**src/rtl/mips_pkg.sv**
```systemverilog
// Shared opcodes, FSM states and ALU encoding for the multicycle MIPS core.
// MIPS_MC_ADDI_EN adds the IEXEC/IWB states used by addi.
package mips_pkg;
  localparam logic [5:0] OP_RTYPE = 6'h00, OP_LW = 6'h23, OP_SW = 6'h2B,
                         OP_BEQ = 6'h04, OP_J = 6'h02, OP_ADDI = 6'h08;
  localparam logic [5:0] FN_ADD = 6'h20, FN_SUB = 6'h22, FN_AND = 6'h24,
                         FN_OR = 6'h25, FN_SLT = 6'h2A;

  typedef enum logic [3:0] {
    FETCH, DECODE, MEMADR, MEMRD, MEMWB, MEMWR, REXEC, RWB, BEQEX, JEX
`ifdef MIPS_MC_ADDI_EN
    , IEXEC, IWB
`endif
  } state_e;

  typedef enum logic [2:0] {ALU_ADD, ALU_SUB, ALU_AND, ALU_OR, ALU_SLT} alu_op_e;

  typedef struct packed {
    logic        req;
    logic        we;
    logic [31:0] addr;
    logic [31:0] wdata;
  } mem_req_t;

  function automatic logic [31:0] alu(input alu_op_e op, input logic [31:0] a, input logic [31:0] b);
    logic [31:0] y;
    unique case (op)
      ALU_SUB: y = a - b;
      ALU_AND: y = a & b;
      ALU_OR:  y = a | b;
      ALU_SLT: y = {31'h0, $signed(a) < $signed(b)};
      default: y = a + b;
    endcase
    return y;
  endfunction
endpackage

```
**src/rtl/mips_regfile.sv**
```systemverilog
// Register file: two async read ports, one sync write port, r0 hardwired to zero.
module mips_regfile #(
  parameter  int NUM_REGS = 32,
  localparam int AW       = $clog2(NUM_REGS)
) (
  input  logic          clk,
  input  logic          we,
  input  logic [AW-1:0] waddr,
  input  logic [31:0]   wdata,
  input  logic [AW-1:0] raddr1,
  input  logic [AW-1:0] raddr2,
  output logic [31:0]   rdata1,
  output logic [31:0]   rdata2
);
  logic [NUM_REGS-1:0][31:0] regs;

  // No reset on purpose: contents are undefined until software writes them.
  always_ff @(posedge clk)
    if (we && waddr != '0) regs[waddr] <= wdata;

  assign rdata1 = (raddr1 == '0) ? 32'h0 : regs[raddr1];
  assign rdata2 = (raddr2 == '0) ? 32'h0 : regs[raddr2];
endmodule

```
**src/rtl/mips_multicycle.sv**
```systemverilog
// Multicycle MIPS32 subset over one shared instruction/data memory port.
// Define MIPS_MC_ADDI_EN to execute addi; otherwise opcode 0x08 is illegal.
module mips_multicycle import mips_pkg::*; #(
  parameter logic [31:0] RESET_PC = 32'h0000_0000,
  parameter int          NUM_REGS = 32
) (
  input  logic        clk,
  input  logic        rst,
  output logic        mem_req,
  output logic        mem_we,
  output logic [31:0] mem_addr,
  output logic [31:0] mem_wdata,
  input  logic [31:0] mem_rdata,
  input  logic        mem_ready,
  output logic [31:0] pc,
  output logic        illegal
);
  localparam int AW = $clog2(NUM_REGS);

  state_e        state, state_nx, dec_nx;
  logic [31:0]   ir, a_q, b_q, alu_out, mdr;
  logic [31:0]   rd1, rd2, sext, rf_wdata;
  logic          rf_we, fn_ok, dec_ok;
  logic [AW-1:0] rf_waddr;
  alu_op_e       alu_op;
  mem_req_t      mreq;

  assign sext = {{16{ir[15]}}, ir[15:0]};

  mips_regfile #(.NUM_REGS(NUM_REGS)) u_rf (
    .clk(clk), .we(rf_we), .waddr(rf_waddr), .wdata(rf_wdata),
    .raddr1(ir[21 +: AW]), .raddr2(ir[16 +: AW]), .rdata1(rd1), .rdata2(rd2)
  );

  always_comb begin
    alu_op = ALU_ADD;
    fn_ok  = 1'b1;
    unique case (ir[5:0])
      FN_ADD:  alu_op = ALU_ADD;
      FN_SUB:  alu_op = ALU_SUB;
      FN_AND:  alu_op = ALU_AND;
      FN_OR:   alu_op = ALU_OR;
      FN_SLT:  alu_op = ALU_SLT;
      default: fn_ok  = 1'b0;
    endcase
  end

  always_comb begin
    dec_nx = FETCH;
    dec_ok = 1'b1;
    unique case (ir[31:26])
      OP_LW, OP_SW: dec_nx = MEMADR;
      OP_RTYPE:     begin dec_nx = REXEC; dec_ok = fn_ok; end
      OP_BEQ:       dec_nx = BEQEX;
      OP_J:         dec_nx = JEX;
`ifdef MIPS_MC_ADDI_EN
      OP_ADDI:      dec_nx = IEXEC;
`endif
      default:      dec_ok = 1'b0;
    endcase
    if (!dec_ok) dec_nx = FETCH;
  end

  always_ff @(posedge clk or posedge rst)
    if (rst) state <= FETCH;
    else     state <= state_nx;

  always_comb begin
    state_nx = state;
    unique case (state)
      FETCH:   if (mem_ready) state_nx = DECODE;
      DECODE:  state_nx = dec_nx;
      MEMADR:  state_nx = (ir[31:26] == OP_LW) ? MEMRD : MEMWR;
      MEMRD:   if (mem_ready) state_nx = MEMWB;
      MEMWR:   if (mem_ready) state_nx = FETCH;
      REXEC:   state_nx = RWB;
`ifdef MIPS_MC_ADDI_EN
      IEXEC:   state_nx = IWB;
`endif
      default: state_nx = FETCH;
    endcase
  end

  always_comb begin
    mreq     = '0;
    illegal  = 1'b0;
    rf_we    = 1'b0;
    rf_waddr = ir[16 +: AW];
    rf_wdata = mdr;
    unique case (state)
      FETCH:  begin mreq.req = 1'b1; mreq.addr = pc; end
      DECODE: illegal = !dec_ok;
      MEMRD:  begin mreq.req = 1'b1; mreq.addr = alu_out; end
      MEMWR:  begin mreq.req = 1'b1; mreq.we = 1'b1; mreq.addr = alu_out; mreq.wdata = b_q; end
      MEMWB:  rf_we = 1'b1;
      RWB:    begin rf_we = 1'b1; rf_waddr = ir[11 +: AW]; rf_wdata = alu_out; end
`ifdef MIPS_MC_ADDI_EN
      IWB:    begin rf_we = 1'b1; rf_wdata = alu_out; end
`endif
      default: ;
    endcase
  end

  // Gating with rst drops an in-flight access in the same cycle reset rises.
  assign mem_req   = mreq.req & ~rst;
  assign mem_we    = mreq.we & ~rst;
  assign mem_addr  = mreq.addr;
  assign mem_wdata = mreq.wdata;

  always_ff @(posedge clk or posedge rst)
    if (rst) begin
      pc      <= RESET_PC;
      ir      <= '0;
      a_q     <= '0;
      b_q     <= '0;
      alu_out <= '0;
      mdr     <= '0;
    end else begin
      unique case (state)
        FETCH:  if (mem_ready) begin ir <= mem_rdata; pc <= pc + 32'd4; end
        // Illegal instructions leave the operand and ALU registers untouched.
        DECODE: if (dec_ok) begin
                  a_q     <= rd1;
                  b_q     <= rd2;
                  alu_out <= pc + {sext[29:0], 2'b00};
                end
        MEMADR: alu_out <= a_q + sext;
        MEMRD:  if (mem_ready) mdr <= mem_rdata;
        REXEC:  alu_out <= alu(alu_op, a_q, b_q);
        BEQEX:  if (a_q == b_q) pc <= alu_out;
        JEX:    pc <= {pc[31:28], ir[25:0], 2'b00};
`ifdef MIPS_MC_ADDI_EN
        IEXEC:  alu_out <= a_q + sext;
`endif
        default: ;
      endcase
    end
endmodule

```
**config.mk**
```make
export PLATFORM = sky130hd
export DESIGN_NAME = mips_multicycle
export DESIGN_NICKNAME = d
export VERILOG_FILES = /design/src/rtl/mips_pkg.sv /design/src/rtl/mips_regfile.sv /design/src/rtl/mips_multicycle.sv
export SDC_FILE = /design/constraint.sdc
export NUM_CORES = 2
export LEC_CHECK = 0
export ABC_CLOCK_PERIOD_IN_PS = 7650
export CAP_MARGIN = 10
export CORE_MARGIN = 2
export CORE_UTILIZATION = 51
export CTS_BUF_LIST = sky130_fd_sc_hd__clkbuf_8 sky130_fd_sc_hd__clkbuf_16
export DETAILED_ROUTE_END_ITERATION = 10
export PLACE_DENSITY_LB_ADDON = 0.08
export SLEW_MARGIN = 20
export SYNTH_ARGS = -nofsm -noshare
export SYNTH_HDL_FRONTEND = slang
export SYNTH_SLANG_ARGS = --single-unit
```
**constraint.sdc**
```tcl
create_clock -name clk -period 7.65 [get_ports clk]
set_clock_uncertainty 0.2 [all_clocks]
set_input_delay 1.53 -clock clk [delete_from_list [all_inputs] [get_ports clk]]
set_output_delay 1.53 -clock clk [all_outputs]
set_load 0.02 [all_outputs]
```
After elaboration in Yosys (flattened, before gate mapping):

Index checks and enable logic that the tools add are counted.
Widths: inputs -> output; s select.

* bits in registers: 1220
* bits of input ports: 35
* output and inout port bits: 99
* logic and storage cells: 141

* add/subtract/negate cells: 5
* $lt $le $gt $ge: 5
* equality and inequality tests: 28
* muxes and demuxes: 33
* bitwise operators: 6
* reductions and logical operators: 24

Operators with widths (number)
* $bwmux 1024: 1
* $bmux 32 s5: 2
* $mux 32: 10
* $pmux 32 s3: 2
* $demux 32 s5: 1
* $pmux 32 s4: 1
* $add 32x32->32: 3
* $pmux 32 s2: 1
* $eq 6x6->1 const B: 7
* $add 32x3->32 const B: 1
* $and 32x32->32: 1
* $eq 32x32->1: 1
* $lt 32x32->1: 1
* $or 32x32->32: 1
* $sub 32x32->32: 1
* $pmux 4 s6: 1
* $lt 5x6->1 const B: 3
* $eq 4x3->1 const B: 4
* $mux 4: 4
* $pmux 4 s4: 1
* $pmux 3 s4: 1
* $logic_not 5->1: 2
* $ne 2x2->1 const B: 5
* $eq 4x2->1 const B: 2
* other kinds (28): 44

Logic depth before layout (Yosys ltp):

* depth in word-level cells: 7
* mapped depth: 14
* gate-level depth less buffers: 13

Modules after synthesis:

From an unflattened synthesis, not the netlist that was laid out.

* cell total of the unflattened synthesis: 4491
* area, all modules: 65086.2 µm²

By module, submodules not included
* mips_regfile: times used 1, cells an instance 2399, area each 47823.4 µm², seq. area each 30749.5 µm²
* mips_multicycle: times used 1, cells an instance 2092, area each 17262.8 µm², seq. area each 4904.7 µm²

Worst setup path before layout:

Ideal clock, no wire load.

* path kind: input to output
* from: in rst
* to: out mem_we
* data arrival time: 6313 ps
* data required time: 5920 ps
* path slack: -393 ps
* stages: 2
* buffers on the path: 0
* cells stage by stage: inv_1 and3_1

* longest elaborated chain between the ends: 2

Ends and longest elaborated chain
* from (decl): line mips_multicycle.sv:8 `input logic rst,`
* $not 1->1: line mips_multicycle.sv:106 `assign mem_we = mreq.we & ~rst;`
* $and 1x1->1: line mips_multicycle.sv:106
* to (decl): line mips_multicycle.sv:10 `output logic mem_we,`

No other way between the ends.

Worst setup path in the final report:

* from: reg state[0]
* to: out mem_wdata[6]

* longest elaborated chain between the ends: 2

Ends and longest elaborated chain
* from (decl): line mips_multicycle.sv:20 `state_e state, state_nx, dec_nx;`
* from (signal assigned): line mips_multicycle.sv:66 `else state <= state_nx;`
* $eq 4x3->1: line mips_multicycle.sv:90 `unique case (state)`
* $mux 32: line mips_multicycle.sv:90
* to (decl): line mips_multicycle.sv:12 `output logic [31:0] mem_wdata,`

No other way between the ends.

==> impl_results.md <==
- Global routing's busiest layer: met2
- Gr usage total: between 30% and 40%
- Unique masters post-synth: between 90 and 100
- Post-route ant nets: 0
- CP arrival: between 3 and 4 ns
- M3 GR Usage: 5.60%
- Num CTS Buffers: 136
- Final setup vio count: 0
- Warnings, synthesis: 0
- Overflow after GRT: 0
- Die width: ~360 µm
- Syn Std Cell Area: 64,200 µm²
- Area Overhead vs Synth: 12.7%
- Worst-margin pin slew: 1.08 ns
- GPL Wtd Cong: 0.970
- Synthesized instance count: around 4,100
- Min Tclk post-route: roughly 5.5 ns
- Area of the multi-input gates: 27,300 µm²
- Worst skew pair latency: 0.78 ns
- CTS Buffer Depth: 3
- Slew Limit Fails: 0
- I/O pin cnt: about 130
- Lkg Pwr: around 27 nW
- Total die area: 129,000 µm²
- CP startpoint kind: flip-flop
- Post-layout util: around 58%
- Req. time, crit path: just under 6 ns
- Share of post-route cells with drive strength above 1: 26.5%
- Post-synth top area share: 47.9%
- Critical path type: reg2out
- Hold Vio Cnt, Final: 0
- Worst-path clk slew: about 0.06 ns
- Vias in the first global route: around 40,000
- #FFs+latches synth: 1,220
- RSZ-0062 raised after global routing: no
- # rows: 130
- Met1 Resource Use GR: between 40% and 50%
- Commonest cells in the netlist: edfxtp_1 (1,024), mux4_2 (640), a21oi_1 (213), nor2_1 (200), dfrtp_1 (196)
- Dominant cells by area after synthesis: edfxtp_1 (48%), mux4_2 (22%), dfrtp_1 (7.6%), ha_1 (3.1%), mux2_2 (1.9%)
- Effective utilization at floorplan: between 50% and 60%
- Via count: between 40,000 and 50,000
- Sequential area share after synthesis: ~56%
- Drt drc: 0
- Hold Buf Count CTS: 0
- Clock sinks: 1,220
- Main synth FF type: edfxtp_1
- Fin cells: 5,921
- Initial antenna violation count: 13
- Largest net degree at the start of global routing: 120
- Post-route cell area: just over 70,000 µm²
- Top-count cell post-synth: edfxtp_1
- Placed insts: about 5,700
- Crit. End Element: primary output
- Post-CTS setup buffer count: 0
- Die Ht: between 300 and 400 µm
- Hpwl dp: approximately 130,000 µm
- Leading area contributor after synthesis: edfxtp_1
- Drt first pass iters: 8
- Setup TNS: 0 ns
- Avg Cell Area, Syn: ~16 µm²
- Hold_ws: around 0.30 ns
- Crit path max fanout: 48
- H-tree level count: 4
- Worst Hold Class: reg2reg
- Core Region: ~130,000 µm²
- Tcrit/Tclk final: approximately 72%
- TritonCTS clock tree: built
- Status: finished clean
- Root buffer cell: clkbuf_16
- Port buffer count: around 130
- Vias/cell: 6.97
- Max Cap Viol: 0
- Area of placed instances: around 68,000 µm²
- Drt total wl: about 210,000 µm
- Register area: approximately 36,000 µm²
- Met2 Track Usage GR: 52.4%
- Max Fclk: roughly 180 MHz
- Pwr Density: about 330 nW/µm²
- DR WL/cell: ~35 µm
- CTS resizes: 0
- Number of flops mapped to enable cells by yosys: approximately 1,000
- Slew Limit Headroom: between 20 and 30%
- Fill cell count: 9,648
- Max IR drop VDD: 230 µV
- Global-route wire length before repair: between 200,000 and 300,000 µm
- Synth async-reset ratio: ~16%
- Nets@finish: approximately 4,400
- Initial drt markers: between 5,000 and 6,000
## sequential cells by signal, summed over array words and instances (netlist names)
register	cells
alu_out	32
b_q	32
state	4
mdr	32
u_rf.regs	1024
pc	32
a_q	32
ir	32
## power by group
group          internal, mW  switching [mW]  leakage, nW
clock network          4.04            2.80         2.35
logic                  3.59            5.12         10.8
registers              7.56            1.05         13.5
## path summary, 6_finish.rpt
kind | start | cells past startpoint | slack [ns] | endpoint
max reg2reg | state[0] | 6 | 2.89 | u_rf.regs[505]
max | state[0] | 4 | 2.12 | mem_wdata[6]
max in group asynchronous | rst | 5 | 3.94 | ir[25]
min reg2reg | mdr[1] | 1 | 0.30 | mdr[1]
min in group asynchronous | rst | 3 | 1.20 | pc[22]
min | mdr[1] | 1 | 0.30 | mdr[1]
## layer usage
| layer | wire length (µm) | vias to the layer above |
|---|---|---|
| met5 | 49 | - |
| met4 | 7410 | 8 |
| met3 | 18600 | 409 |
| met2 | 101000 | 2296 |
| met1 | 83300 | 21711 |
| li1 | - | 16840 |
## layout by cell type, fill, tap and decap left out, types with 16 or more instances in the layout
cell type        count
a21o_1              36
o22ai_1             85
xnor2_1             45
xor2_1              16
clkbuf_16          139
nor2_1             169
mux4_2             640
and3_1              44
mux2i_1             84
o211ai_1            27
o21bai_1            23
o31ai_1             16
mux2_2             111
inv_1              136
a31oi_1             26
clkinv_2            20
buf_4               83
clkdlybuf4s50_1    133
conb_1              32
o21ai_0            129
dfrtp_1            184
edfxtp_1          1024
clkinv_1            27
o221ai_1            17
bufinv_16           21
nor3_1              35
ha_1               157
nand2b_1            28
a21oi_1            212
a22o_1              27
nor2_4              31
nand2_1            162
a211oi_1            25
nand3_1             45
## cell families (layout without fill, tap and decap cells)
logic type / after synthesis / after routing / share of synthesized area [%]
DFF: 1220 / 1220 / 55.6
buffers and inverters: 407 / 592 / 2.51
and+or+nand+nor: 607 / 607 / 4.46
xor gates and xnor gates: 61 / 61 / 0.833
AOI/OAI and AO/OA: 762 / 762 / 7.73
adders and majority gates: 161 / 161 / 3.19
muxes: 835 / 835 / 25.7
other: 1 / 33 / 0.00584
## through the flow
stage	setup WS (ns)	total power, mW
2_1_floorplan	0.944	14.3
3_5_place_dp	2.92	17.3
3_3_place_gp	2.89	17.3
6_report	2.12	24.2
4_1_cts	2.16	24.1
5_1_grt	2.03	25.2
## worst max-delay path, cell delays in order (launching register included)
cell and delay, ns:
dfrtp_2 1.06, nor2b_2 0.32, buf_4 0.48, and3_1 0.47
clkdlybuf4s50_1 0.68
## layout make-up
cell class	count	share of cell area, %
Antenna cell	1	0.00346
Timing Repair Buffer	222	2.87
Clock inverter	113	1.68
Inverter	118	0.618
Clock buffer	139	4.81
Tap cell	1650	2.86
Multi-Input combinational cell	2458	37.8
Sequential cell	1220	49.4
Note: power is estimated with default switching activity, not from simulation.
